$ cat src/rtl/trafficlight_multi.sv
// Purpose: N-approach round-robin traffic controller with latched pedestrian phase and flashing night mode.
// Latency: every timed phase dwells T*FPGAFREQ cycles; button to sol_light is 3 clocks.
// Backpressure: none; free-running controller, inputs are sampled every cycle through synchronisers.
module trafficlight_multi #(
  parameter int FPGAFREQ   = 50_000_000,
  parameter int N_DIR      = 4,
  parameter int T_GREEN    = 18,
  parameter int T_YELLOW   = 4,
  parameter int T_ALLRED   = 1,
  parameter int T_PEDGREEN = 5,
  parameter int T_PEDCLEAR = 2,
  parameter int T_RESET    = 3
) (
  input  logic                     clk,
  input  logic                     nreset,
  input  logic                     b_npeaton,
  input  logic                     night,
  output logic [3*N_DIR-1:0]       lights,
  output logic [1:0]               pea_lights,
  output logic                     sol_light,
  output logic [$clog2(N_DIR)-1:0] dir_idx
);

  function automatic int max2(input int a, input int b);
    return (a > b) ? a : b;
  endfunction

  localparam int DW   = $clog2(N_DIR);
  localparam int CW   = $clog2(FPGAFREQ + 1);
  localparam int TMAX = max2(max2(max2(T_GREEN, T_YELLOW), max2(T_ALLRED, T_PEDGREEN)),
                             max2(T_PEDCLEAR, T_RESET));
  localparam int SW   = $clog2(TMAX) + 1;
  localparam logic [DW-1:0] LAST = DW'(N_DIR - 1);

  typedef enum logic [2:0] {
    SRESET, SGREEN, SYELLOW, SALLRED, SPEDGREEN, SPEDCLEAR, SNIGHT
  } state_t;

  state_t          state, nxt_state, nxt_dec;
  logic            peat_s1, peat_s2, night_s1, night_s2;
  logic            b_peaton, night_q;
  logic [CW-1:0]   cnt_div;
  logic [SW-1:0]   cnt_sec;
  logic            sec_tick, expire, time_up;
  logic            solicitud, blink;

  // Seconds to load for a phase, minus one; night mode re-evaluates every second
  function automatic logic [SW-1:0] dur_m1(input state_t s);
    logic [SW-1:0] d;
    d = '0;
    case (s)
      SRESET:    d = SW'(T_RESET - 1);
      SGREEN:    d = SW'(T_GREEN - 1);
      SYELLOW:   d = SW'(T_YELLOW - 1);
      SALLRED:   d = SW'(T_ALLRED - 1);
      SPEDGREEN: d = SW'(T_PEDGREEN - 1);
      SPEDCLEAR: d = SW'(T_PEDCLEAR - 1);
      default:   d = '0;
    endcase
    return d;
  endfunction

  assign b_peaton  = peat_s2;
  assign night_q   = night_s2;
  assign sec_tick  = (cnt_div == CW'(FPGAFREQ - 1));
  assign expire    = sec_tick && (cnt_sec == '0);
  assign sol_light = solicitud;

  // Two-flop synchronisers; the button is stored already inverted (1 = pressed)
  always_ff @(posedge clk or negedge nreset) begin
    if (!nreset) begin
      peat_s1  <= 1'b0;
      peat_s2  <= 1'b0;
      night_s1 <= 1'b0;
      night_s2 <= 1'b0;
    end else begin
      peat_s1  <= ~b_npeaton;
      peat_s2  <= peat_s1;
      night_s1 <= night;
      night_s2 <= night_s1;
    end
  end

  // Free-running 1 Hz divider
  always_ff @(posedge clk or negedge nreset) begin
    if (!nreset) cnt_div <= '0;
    else         cnt_div <= sec_tick ? '0 : cnt_div + CW'(1);
  end

  // Successor phase, decided at the second boundary that ends the current phase
  always_comb begin
    nxt_dec = state;
    case (state)
      SRESET:    nxt_dec = SGREEN;
      SGREEN:    nxt_dec = SYELLOW;
      SYELLOW:   nxt_dec = SALLRED;
      SALLRED:   if (night_q)                              nxt_dec = SNIGHT;
                 else if (solicitud && (dir_idx == LAST))  nxt_dec = SPEDGREEN;
                 else                                      nxt_dec = SGREEN;
      SPEDGREEN: nxt_dec = SPEDCLEAR;
      SPEDCLEAR: nxt_dec = night_q ? SNIGHT : SGREEN;
      SNIGHT:    nxt_dec = night_q ? SNIGHT : SALLRED;
      default:   nxt_dec = SRESET;
    endcase
  end

  // Phase sequencer: decide and reload at the boundary, switch on the following time_up edge
  always_ff @(posedge clk or negedge nreset) begin
    if (!nreset) begin
      state     <= SRESET;
      nxt_state <= SGREEN;
      time_up   <= 1'b0;
      cnt_sec   <= SW'(T_RESET - 1);
      dir_idx   <= '0;
      blink     <= 1'b0;
      solicitud <= 1'b0;
    end else begin
      time_up <= expire;
      if (sec_tick) begin
        if (cnt_sec == '0) begin
          nxt_state <= nxt_dec;
          cnt_sec   <= dur_m1(nxt_dec);
        end else begin
          cnt_sec <= cnt_sec - SW'(1);
        end
      end
      if (time_up) begin
        state <= nxt_state;
        case (nxt_state)
          SGREEN:  if (state == SALLRED) dir_idx <= (dir_idx == LAST) ? '0 : dir_idx + DW'(1);
                   else                  dir_idx <= '0;
          // Leaving night lands on the last approach so the next green is approach 0 or pedestrians
          SALLRED: if (state == SNIGHT) dir_idx <= LAST;
          SNIGHT:  blink <= (state == SNIGHT) ? ~blink : 1'b1;
          default: ;
        endcase
      end
      // Entry clear wins over a simultaneous press
      if (time_up && ((nxt_state == SPEDGREEN) || (nxt_state == SNIGHT)))
        solicitud <= 1'b0;
      else if (b_peaton && ((state == SGREEN) || (state == SYELLOW) || (state == SALLRED)))
        solicitud <= 1'b1;
    end
  end

  // Lamp decode from phase, owning approach and flash phase
  always_comb begin
    lights     = {N_DIR{3'b100}};
    pea_lights = 2'b10;
    case (state)
      SGREEN:    lights[3*dir_idx +: 3] = 3'b001;
      SYELLOW:   lights[3*dir_idx +: 3] = 3'b010;
      SPEDGREEN: pea_lights = 2'b01;
      SNIGHT:    lights = {N_DIR{1'b0, blink, 1'b0}};
      default:   ;
    endcase
  end

endmodule

$ cat config.mk
export PLATFORM = sky130hd
export DESIGN_NAME = trafficlight_multi
export DESIGN_NICKNAME = d
export VERILOG_FILES = /design/src/rtl/trafficlight_multi.sv
export SDC_FILE = /design/constraint.sdc
export NUM_CORES = 1
export LEC_CHECK = 0
export ABC_AREA = 1
export BUFFER_PORTS_ARGS = -buffer_cell sky130_fd_sc_hd__buf_2
export CORE_MARGIN = 3
export CORE_UTILIZATION = 65
export DETAILED_ROUTE_END_ITERATION = 16
export HOLD_SLACK_MARGIN = 0.03
export PLACE_DENSITY_LB_ADDON = 0.1
export SLEW_MARGIN = 10
export SYNTH_ARGS = -nofsm -noshare
export SYNTH_HDL_FRONTEND = slang
export SYNTH_SLANG_ARGS = --single-unit
$ cat constraint.sdc
create_clock -name clk -period 4.5 [get_ports clk]
set_input_delay 0.45 -clock clk [delete_from_list [all_inputs] [get_ports clk]]
set_output_delay 0.45 -clock clk [all_outputs]
set_load 0.01 [all_outputs]
Yosys cells after proc, flatten, opt, wreduce, memory -nomap -nowiden
Cells that the tools add are included.
{ "classes": {"addsub": 4, "mul": 1, "eq_ne": 17, "shift": 3, "mux": 17, "bitwise": 7, "n_reduce_logical": 15} }
{ "op_table": {"columns": ["op", "count"], "rows": [
  ["3-bit by 34-bit variable part select with 12-bit output, first input constant", 2],
  ["12-bit case mux with 3 select lines", 1],
  ["4-bit negator with 34-bit output", 1],
  ["3-bit by 34-bit variable shift with 12-bit output, first input constant", 1],
  ["26-bit by 1-bit adder with 26-bit output, second input constant", 1],
  ["26-bit equality test, second input constant", 1],
  ["26-bit 2-to-1 mux", 1],
  ["5-bit case mux with 5 select lines", 1],
  ["3-bit equality test, second input constant", 7],
  ["3-bit case mux with 7 select lines", 1],
  ["8-bit AND", 2],
  ["3-bit by 2-bit equality test with 1-bit output, second input constant", 4],
  ["3-bit 2-to-1 mux", 4],
  ["3-bit by 1-bit equality test with 1-bit output, second input constant", 3],
  ["2-bit 2-to-1 mux", 4],
  ["4-bit OR", 2],
  ["3-bit zero test", 2],
  ["6-bit zero test", 1],
  ["6-bit 2-to-1 mux", 1],
  ["6-bit by 1-bit subtractor with 6-bit output, second input constant", 1],
  ["1-bit logical AND", 4],
  ["2-bit by 2-bit multiplier with 4-bit output, first input constant", 1],
  ["4-bit NOT", 1],
  ["2-bit case mux with 2 select lines", 1],
  ["9 further kinds", 16]
]} }
{ "word_totals": {"regBits": 47, "input_bits": 4, "out_inout_bits": 17, "wordCells": 76} }

Depth between registers and ports, before layout
Gate-level depths: netlist of the first run.
{ "logic_depth": {"word_depth": 8, "depth_mapped": 12, "mapped_depth_nobuf": 12} }

Worst setup path after synthesis of the first run
OpenSTA, ideal clock, no wires.
{ "synth_path": {"path_type": "reg-to-output", "start": "register state[0]", "end": "output lights[10]", "arrival_time_ps": 1049, "t_required_ps": 4050, "setup_slack_ps": 3001, "stages_incl_launch_ff": 7, "path_buffers": 1, "path_cell_list": "dfrtp_1 > buf_2 > inv_1 > nand3_1 > nor2_1 > inv_1 > o21ai_0"} }
{ "synth_via": {"elab_chain_len": 2, "word_cells_on_any_way": 4, "cone_classes": "eq/ne (3); mux (1)"} }
{ "synth_rtl": {"columns": ["element", "line_no", "source"], "rows": [
  ["start, declared", "39", "state_t state, nxt_state, nxt_dec;"],
  ["start signal, assigned", "128", "state <= nxt_state;"],
  ["3-bit equality test, or another cell as far along", "150", "case (state)"],
  ["12-bit case mux with 3 select lines *", "150", null],
  ["end, declared", "18", "output logic [3*N_DIR-1:0] lights,"]
]} }
Every way passes the cells marked *; elsewhere a longest branch is shown, timed or not.

Worst setup path after layout of the first run
{ "layout_path": {"start": "register state[2]", "end": "output lights[5]"} }
The elaborated chain is that of the path after synthesis.

==> results of run 1 <==
## cell usage after synthesis (6+ instances only)
cell type	count	area, um2
nand2_1	92	345
o21ai_0	19	95.1
inv_1	48	180
nor2_1	67	251
nor2_2	6	37.5
ha_1	8	100
xor2_1	11	96.3
nor3_1	7	35.0
dfrtp_1	45	1130
a21oi_1	7	35.0
nand4_1	10	62.6
nand3_1	27	135
## cell usage in the layout (no fill, tap or decap), types with 5 or more instances in the layout
cell,count
nor3_1,7
ha_1,8
nor2_1,67
clkbuf_8,5
nand3_1,27
a21oi_1,7
dfrtp_1,45
nor2_2,6
inv_1,48
nand4_1,10
nand2_1,92
xor2_1,11
buf_2,20
o21ai_0,19
## logic make-up (layout without fill, tap and decap cells)
kind of cell    Yosys count  count (layout)
buf+inv                  57              80
compound gates           37              37
xor+xnor                 15              15
flops                    47              47
simple gates            230             230
fa+ha+maj                 8               8
## area by class of cell
cell class / instances / area, um2
well taps: 50 / 62.6
inverters: 52 / 196
fillers: 335 / 987
flip-flops and latches: 47 / 1180
multi-input cells: 290 / 1520
clock buffers: 6 / 72.6
repair buffers: 20 / 100
clock inverters: 2 / 60.1
## path summary, 6_finish.rpt
| check | startpoint | slack [ns] | endpoint | cells past startpoint |
|---|---|---|---|---|
| worst max-delay path | state[2]$_DFFE_PN0P_ | 2.33 | lights[5] | 5 |
| worst min-delay path | night | 0.25 | night_s1$_DFF_PN0_ | 1 |
| worst max register to register | cnt_div[0]$_DFF_PN0_ | 2.66 | nxt_state[1]$_DFFE_PN0P_ | 8 |
| worst min register to register | night_s1$_DFF_PN0_ | 0.35 | night_q$_DFF_PN0_ | 0 |
| max in group asynchronous | nreset | 3.58 | cnt_div[8]$_DFF_PN0_ | 1 |
| min in group asynchronous | nreset | 0.31 | cnt_sec[0]$_DFFE_PN0N_ | 1 |
## power breakdown
group | leakage (nW) | switching [mW] | total (mW) | internal [mW]
Sequential | 0.626 | 0.000977 | 0.425 | 0.424
Clock | 0.0654 | 0.136 | 0.358 | 0.222
Combinational | 0.864 | 0.00875 | 0.00996 | 0.00121
## routing by layer
metal / up-vias / part of all wire [%] / track usage, % / routed length, um
met5: - / 0 / 0 / 0
met4: 0 / 2.5 / 10.2 / 165
met3: 20 / 8.1 / 6.20 / 534
met2: 120 / 45 / 40.4 / 2980
met1: 1208 / 44 / 39.0 / 2920
li1: 1291 / - / - / -
## worst max-delay path, cell delays in order, from the launching register on
cell and delay (ns):
dfrtp_1 0.52, inv_1 0.25, nand3_2 0.20, nand2_1 0.20, o21ai_0 0.10, buf_2 0.15
## stage by stage
step | instance area, um2 | hold WS, ns | total power [mW]
4_1_cts | 3190 | 0.240 | 0.803
3_5_place_dp | 3050 | 0.335 | 0.444
6_report | 3190 | 0.252 | 0.793
3_3_place_gp | 3050 | 0.335 | 0.444
5_1_grt | 3190 | 0.235 | 0.816
2_1_floorplan | 2920 | 0.154 | 0.434
## flip-flops by register name, summed over array words and instances (netlist names)
register,cells
time_up,1
night_q,1
blink,1
sol_light,1
nxt_state,3
peat_s1,1
b_peaton,1
night_s1,1
dir_idx,2
state,3
cnt_sec,6
cnt_div,26
==> flow_summary.json, run 1 <==
{
  "drc": 0,
  "synth_compound_area_share_pct": 7.10,
  "synth_mux_area_share_pct": 0,
  "yosys.area_share.xor_xnor_pct": 4.49,
  "synthAdderAreaFrac_pct": 3.42,
  "coreArea_um2": 4170,
  "fmax_ghz": 0.462,
  "worst-path-max-fanout": 13,
  "dr.pass1.iters": 5,
  "avgViaCountPerCell": 5.65,
  "grt_pass1_wl_mm": 11.1,
  "worstPathArrival_ns": 1.72,
  "cts_buffers": 5,
  "grt_max_degree": 48,
  "dieArea_um2": 5340,
  "critPathKind": "reg -> out",
  "drive_above_1_share_pct": 13.7,
  "synth_top_family_by_area": "simple AND/OR/NAND/NOR gates",
  "max-cap-violations": 0,
  "ctsHoldBuffers": 0,
  "dp_hpwl_mm": 4.98,
  "dp_cells": 459,
  "post_cts_buffers": 0,
  "yosys_warnings": 0,
  "synth_area_per_cell_um2": 7.42,
  "syn_to_final_growth_pct": 8.94,
  "async_flop_share_pct": 100,
  "final_core_util_pct": 76.3,
  "cts_root_buf": "clkbuf_8",
  "syn-num-nets": 406,
  "tightest_slew_ns": 0.994,
  "antenna_cells": 0,
  "dpl_worst_slack_ns": 2.68,
  "ios": 21,
  "hold_violations": 0,
  "grt_pass1_vias": 2386,
  "drt_iter0_drc": 203,
  "synth_cells": 394,
  "clk_pin_slew_ns": 0.08,
  "wl_per_cell_um": 14.1,
  "rsz0062_at_grt": "no",
  "cts_tree": "yes",
  "vdd_drop_max_v": 0.000209,
  "num_rows": 23,
  "syn-cell-area_um2": 2920,
  "status": "complete, no violations",
  "cp-end-kind": "primary output",
  "port_buffers": 20,
  "synthSimpleGateAreaFrac_pct": 36.8,
  "ant_nets": 0,
  "vias": 2639,
  "fin_ws_ns": 2.33,
  "die_w_um": 73.1,
  "drt-total-wl_mm": 6.60,
  "powerDensity_nw_per_um2": 249,
  "htreeDepth": 2,
  "ys_seq_area_share_pct": 40.3,
  "fin_skew_ns": 0.00657,
  "setup_viol": 0,
  "min_period_ns": 2.17,
  "clock_latency_ns": 0.30,
  "nets": 428,
  "grtUsageTotal_pct": 27.3,
  "antenna_found_initial": 0,
  "yosysUniqueCellTypes": 37,
  "synth_ff_type": "dfrtp_1",
  "finalCritPeriodShare_pct": 48.1,
  "maxSlewHeadroom_pct": 33.7,
  "holdCritPathClass": "in -> reg",
  "die_h_um": 73.1,
  "initial_utilization_pct": 70.1,
  "power.leakage_nw": 1.56,
  "startpoint_type": "flip-flop",
  "ys_ff_latch": 47,
  "gp_congestion": 1.01,
  "crit_required_ns": 4.05,
  "tns_ns": 0,
  "post_cts_resized": 0,
  "grt_overflow": 0,
  "cts_sinks": 47,
  "synth_edf_count": 0,
  "clockBufferDepth": 2,
  "slew_viol_final": 0,
  "final_cell_count_no_fill": 467
}
Note: power is estimated with default switching activity, not from simulation.
==> run 2: changes to the inputs <==
Settings changed: CORE_UTILIZATION 65 to 54.
Clock period 4.5 ns to 1.74 ns, I/O delays scaled along.
==> run 2 against run 1 <==
First-iteration DRC count increased by 8.4%. Final cell count increased by 6.6%. Register-to-register slack worse by 2.6 ns. Worst hold slack improved by 0.098 ns. Flip-flop and latch count unchanged. Global-route usage shrank 3.1 points. Utilization shrank 12 points. Design area grew 4.6%.
==> flow_summary.json, run 2 (synthesis gave the netlist of run 1 again) <==
{
  "status": "complete, no violations",
  "antenna_found_initial": 0,
  "fin_total_pwr_mw": 2.09,
  "startpoint_type": "flip-flop",
  "clkPwrFrac_pct": 45.7,
  "largestRegisters": "cnt_div x26, cnt_sec x6",
  "initial_utilization_pct": 56.5,
  "fin_ws_ns": 0.0969,
  "avgViaCountPerCell": 5.39,
  "die_h_um": 79.6,
  "die_w_um": 79.6,
  "vdd_drop_max_v": 0.000390,
  "grt_pass1_vias": 2619,
  "power.leakage_nw": 1.62,
  "dpl_worst_slack_ns": 0.0610,
  "cts_root_buf": "clkbuf_8",
  "dr.pass1.iters": 5,
  "dp_hpwl_mm": 5.26,
  "setup_viol": 0,
  "hold_violations": 0,
  "final_cell_count_no_fill": 498,
  "seqPwrFrac_pct": 52.7,
  "regMostFlops": "cnt_div",
  "maxSlewHeadroom_pct": 60.2,
  "fillCellCount": 453,
  "antenna_cells": 0,
  "port_buffers": 20,
  "grt_overflow": 0,
  "largest_reg_flops": 26,
  "rsz0062_at_grt": "no",
  "slew_viol_final": 0,
  "most-common-layout-cells": "nand2_1, nor2_1, inv_1",
  "clk_pin_slew_ns": 0.09,
  "num_rows": 26,
  "dieArea_um2": 6330,
  "finalCritPeriodShare_pct": 94.4,
  "worstPathArrival_ns": 1.88,
  "cts_sinks": 47,
  "powerDensity_nw_per_um2": 626,
  "syn_to_final_growth_pct": 13.9,
  "drt-total-wl_mm": 7.10,
  "swShare_pct": 19.5,
  "clock_latency_ns": 0.30,
  "drc": 0,
  "max-cap-violations": 0,
  "grtUsageTotal_pct": 24.2,
  "coreArea_um2": 5170,
  "tns_ns": 0,
  "reg2reg_from": "cnt_div[1]$_DFF_PN0_",
  "hold_start": "night_s1$_DFF_PN0_",
  "grt_max_degree": 48,
  "dp_cells": 484,
  "holdCritPathClass": "reg -> reg",
  "tightest_slew_ns": 0.598,
  "ios": 21,
  "critPathKind": "reg -> reg",
  "crit_required_ns": 1.98,
  "clockBufferDepth": 2,
  "wl_per_cell_um": 14.2,
  "vias": 2686,
  "combPwrFrac_pct": 1.6,
  "htreeDepth": 2,
  "fmax_ghz": 0.609,
  "startpoint": "cnt_div[1]$_DFF_PN0_",
  "p_sw_mw": 0.407,
  "cp-end-kind": "flip-flop",
  "p_int_mw": 1.68,
  "cts_buffers": 5,
  "cts_tree": "yes",
  "drive_above_1_share_pct": 17.5,
  "whs_ns": 0.350,
  "min_period_ns": 1.64,
  "fin_skew_ns": 0.00619,
  "ant_nets": 0,
  "grt_pass1_wl_mm": 12.0,
  "worst-path-max-fanout": 8,
  "nets": 439,
  "gp_congestion": 0.928,
  "final_common_cell": "nand2_1",
  "drt_iter0_drc": 220
}
-- run 2: cell types whose count changed in the layout (fill, tap and decap cells not counted), sizes merged --
| cell | delta |
|---|---|
| dlygate4sd3 | +3 |
| clkinvlp | +1 |
| buf | +8 |
| clkinv | -1 |
-- run 2: power by group through the flow --
stage,Combinational [mW],Sequential (mW),Clock (mW)
6_report,0.0339,1.10,0.954
5_1_grt,0.0395,1.10,1.01
4_1_cts,0.0358,1.10,0.974
3_5_place_dp,0.0307,1.12,0
3_3_place_gp,0.0303,1.12,0
2_1_floorplan,0.00279,1.12,0
-- run 2: per-stage QoR --
stage / cell area, um2 / utilization (%)
finish: 3330 / 64.4
global route: 3330 / 64.4
CTS: 3280 / 63.4
detailed placement: 3120 / 60.2
global placement: 3120 / 60.2
floorplan: 2920 / -
-- run 2: critical path, cell delays in order (launching register included) --
cell and delay, ns:
dfrtp_1 0.39, ha_2 0.23, nand3_4 0.12, nor2_4 0.21, nand2_2 0.08, nor2_2 0.15, nand2_4 0.11, clkinv_2 0.12
nor2_1 0.06, a21oi_2 0.10
-- run 2: final timing paths --
check / to / slack [ns] / cells after the start
max reg2reg: cnt_sec[2]$_DFFE_PN0N_ / 0.1 / 9
min reg2reg: night_q$_DFF_PN0_ / 0.35 / 0
max in group asynchronous: state[0]$_DFFE_PN0P_ / 0.83 / 3
max: cnt_sec[2]$_DFFE_PN0N_ / 0.1 / 9
min: night_q$_DFF_PN0_ / 0.35 / 0
min in group asynchronous: b_peaton$_DFF_PN0_ / 0.49 / 3
-- run 2: cell type report --
class / instances / area, um2 / share of cell area [%]
Sequential cell: 47 / 1180 / 35.5
Inverter: 52 / 203 / 6.09
Clock inverter: 2 / 60.1 / 1.80
Multi-Input combinational cell: 290 / 1540 / 46.1
Tap cell: 70 / 87.6 / 2.63
Timing Repair Buffer: 31 / 190 / 5.71
Clock buffer: 6 / 72.6 / 2.18
-- run 2: what timing repair did --
item | 4_1_cts | 5_1_grt
endpoints found under the hold margin | 47 | 0
hold buffers | 3 | 0
setup endpoints to repair | 4 | 23
buffers inserted | 0 | 3
pin swaps | 0 | 2
gates resized for setup | 2 | 10
-- run 2: metal layers --
metal / up-vias / global-route usage (%) / wire [um]
met4: 0 / 8.42 / 158
met1: 1257 / 31.1 / 3070
met3: 19 / 4.06 / 364
met5: - / 0 / 0
li1: 1323 / - / -
met2: 87 / 41.1 / 3500
==> run 3: changes to the inputs <==
==> constraint.sdc (replaced) <==
create_clock -name clk -period 1.74 [get_ports clk]
set_input_delay 0.348 -clock clk [delete_from_list [all_inputs] [get_ports clk]]
set_output_delay 0.348 -clock clk [all_outputs]
set_load 0.01 [all_outputs]
==> run 3 against run 2 <==
Flip-flop and latch count is the same. Global-route usage decreased by 0.17 points. First-iteration DRC count fell by 25%. Utilization rose by 1.5 points. Sequential power about the same. Sequential share of layout area down 0.82 points. Clock skew increased by 0.0076 ns. Non-clock buffer count increased by 7. Clock power shrank 14%. Register-to-register slack barely moved. Via count hardly changed. Power shrank 6.3%. Critical endpoint is now lights[2]. Largest power group unchanged. Highest routed layer unchanged.
==> flow_summary.json, run 3 (synthesis gave the netlist of run 1 again) <==
{
  "status": "complete, no violations",
  "worstPathArrival_ns": 1.33,
  "vias": 2687,
  "regMostFlops": "cnt_div",
  "final_core_util_pct": 65.9,
  "setup_viol": 0,
  "fmax_ghz": 0.596,
  "fillCellCount": 450,
  "power.leakage_nw": 1.64,
  "finalCritPeriodShare_pct": 96.5,
  "whs_ns": 0.158,
  "drt-total-wl_mm": 6.98,
  "drc": 0,
  "drive_above_1_share_pct": 22.5,
  "powerDensity_nw_per_um2": 574,
  "hold_start": "night",
  "r2r_slack_ns": 0.11,
  "syn_to_final_growth_pct": 16.6,
  "grt_pass1_vias": 2698,
  "antenna_found_initial": 0,
  "clockBufferDepth": 2,
  "tns_ns": 0,
  "drt_iter0_drc": 166,
  "final_cell_count_no_fill": 505,
  "wl_per_cell_um": 13.8,
  "crit_chain": "inv_2 > nand3_2 > nand2_2 > o21ai_0 > buf_2",
  "startpoint_type": "flip-flop",
  "dp_cells": 488,
  "cts_sinks": 47,
  "grt_overflow": 0,
  "die_h_um": 79.6,
  "slew_viol_final": 0,
  "coreArea_um2": 5170,
  "fin_skew_ns": 0.0138,
  "worst-path-max-fanout": 7,
  "largest_reg_flops": 26,
  "maxSlewHeadroom_pct": 71.2,
  "avgViaCountPerCell": 5.32,
  "design_area_um2": 3410,
  "htreeDepth": 2,
  "clk_pin_slew_ns": 0.09,
  "hold_violations": 0,
  "cp-end-kind": "primary output",
  "port_buffers": 20,
  "grt_max_degree": 22,
  "ios": 21,
  "gp_congestion": 0.944,
  "tightest_slew_ns": 0.433,
  "slowest_stage": "dfrtp_1",
  "placed_area_um2": 3170,
  "nets": 446,
  "final_common_cell": "nand2_1",
  "cts_tree": "yes",
  "cpPeakStageDelay_ns": 0.43,
  "dieArea_um2": 6330,
  "dp_hpwl_mm": 5.45,
  "crit_required_ns": 1.39,
  "grt_pass1_wl_mm": 11.9,
  "max-cap-violations": 0,
  "min_period_ns": 1.68,
  "fin_total_pwr_mw": 1.96,
  "initial_utilization_pct": 56.5,
  "dr.pass1.iters": 4,
  "die_w_um": 79.6,
  "largestRegisters": "cnt_div x26, cnt_sec x6",
  "cts_root_buf": "clkbuf_8",
  "critPathKind": "reg -> out",
  "grtUsageTotal_pct": 24.0,
  "vdd_drop_max_v": 0.000379,
  "cts_buffers": 5,
  "dpl_worst_slack_ns": 0.122,
  "antenna_cells": 0,
  "reg2reg_from": "cnt_div[1]$_DFF_PN0_",
  "startpoint": "state[2]$_DFFE_PN0P_",
  "ant_nets": 0,
  "most-common-layout-cells": "nand2_1, nor2_1, dfrtp_1",
  "rsz0062_at_grt": "yes",
  "holdCritPathClass": "in -> reg",
  "clock_latency_ns": 0.30,
  "num_rows": 26,
  "fin_ws_ns": 0.0611
}
-- run 3: final cells by class --
type                            count  area, um2  share of cell area, %
Multi-Input combinational cell    290       1560                   45.6
Tap cell                           70       87.6                   2.57
Clock buffer                        6       82.6                   2.42
Clock inverter                      2       35.0                   1.03
Timing Repair Buffer               38        267                   7.82
Sequential cell                    47       1180                   34.7
Inverter                           52        200                   5.87
-- run 3: final timing paths --
path                                         end  cells after the start
min in group asynchronous   state[2]$_DFFE_PN0P_                      2
setup / recovery                       lights[2]                      5
hold reg to reg               b_peaton$_DFF_PN0_                      0
hold / removal                night_s1$_DFF_PN0_                      1
setup reg to reg           cnt_div[15]$_DFF_PN0_                      8
max in group asynchronous  cnt_div[22]$_DFF_PN0_                      3
-- run 3: repair_timing --
action | in CTS | in global routing
hold buffers | 1 | 0
endpoints found under the hold margin | 14 | 0
pin swaps | 0 | 1
setup buffers | 0 | 8
gates resized for setup | 3 | 25
endpoints found under the setup margin | 13 | 15
-- run 3: critical path, delay by kind of cell, from the launching register on --
family	cells	cell delay, ns
buffers and inverters	2	0.29
AOI/OAI and AO/OA	1	0.10
and+or+nand+nor	2	0.21
DFF	1	0.43
-- run 3: power breakdown --
group | leakage [nW] | internal (mW) | total, mW | switching, mW
clock | 0.0612 | 0.465 | 0.822 | 0.357
combinational | 0.955 | 0.0105 | 0.0354 | 0.0249
sequential | 0.621 | 1.10 | 1.10 | 0.00257
total | 1.64 | 1.57 | 1.96 | 0.384
-- run 3: metal layers --
metal	GRT usage [%]	wire (um)	vias to the layer above
met5	0	0	-
met4	9.79	196	0
met3	3.72	291	24
met2	43.2	3500	73
met1	28.4	2990	1261
li1	-	-	1329
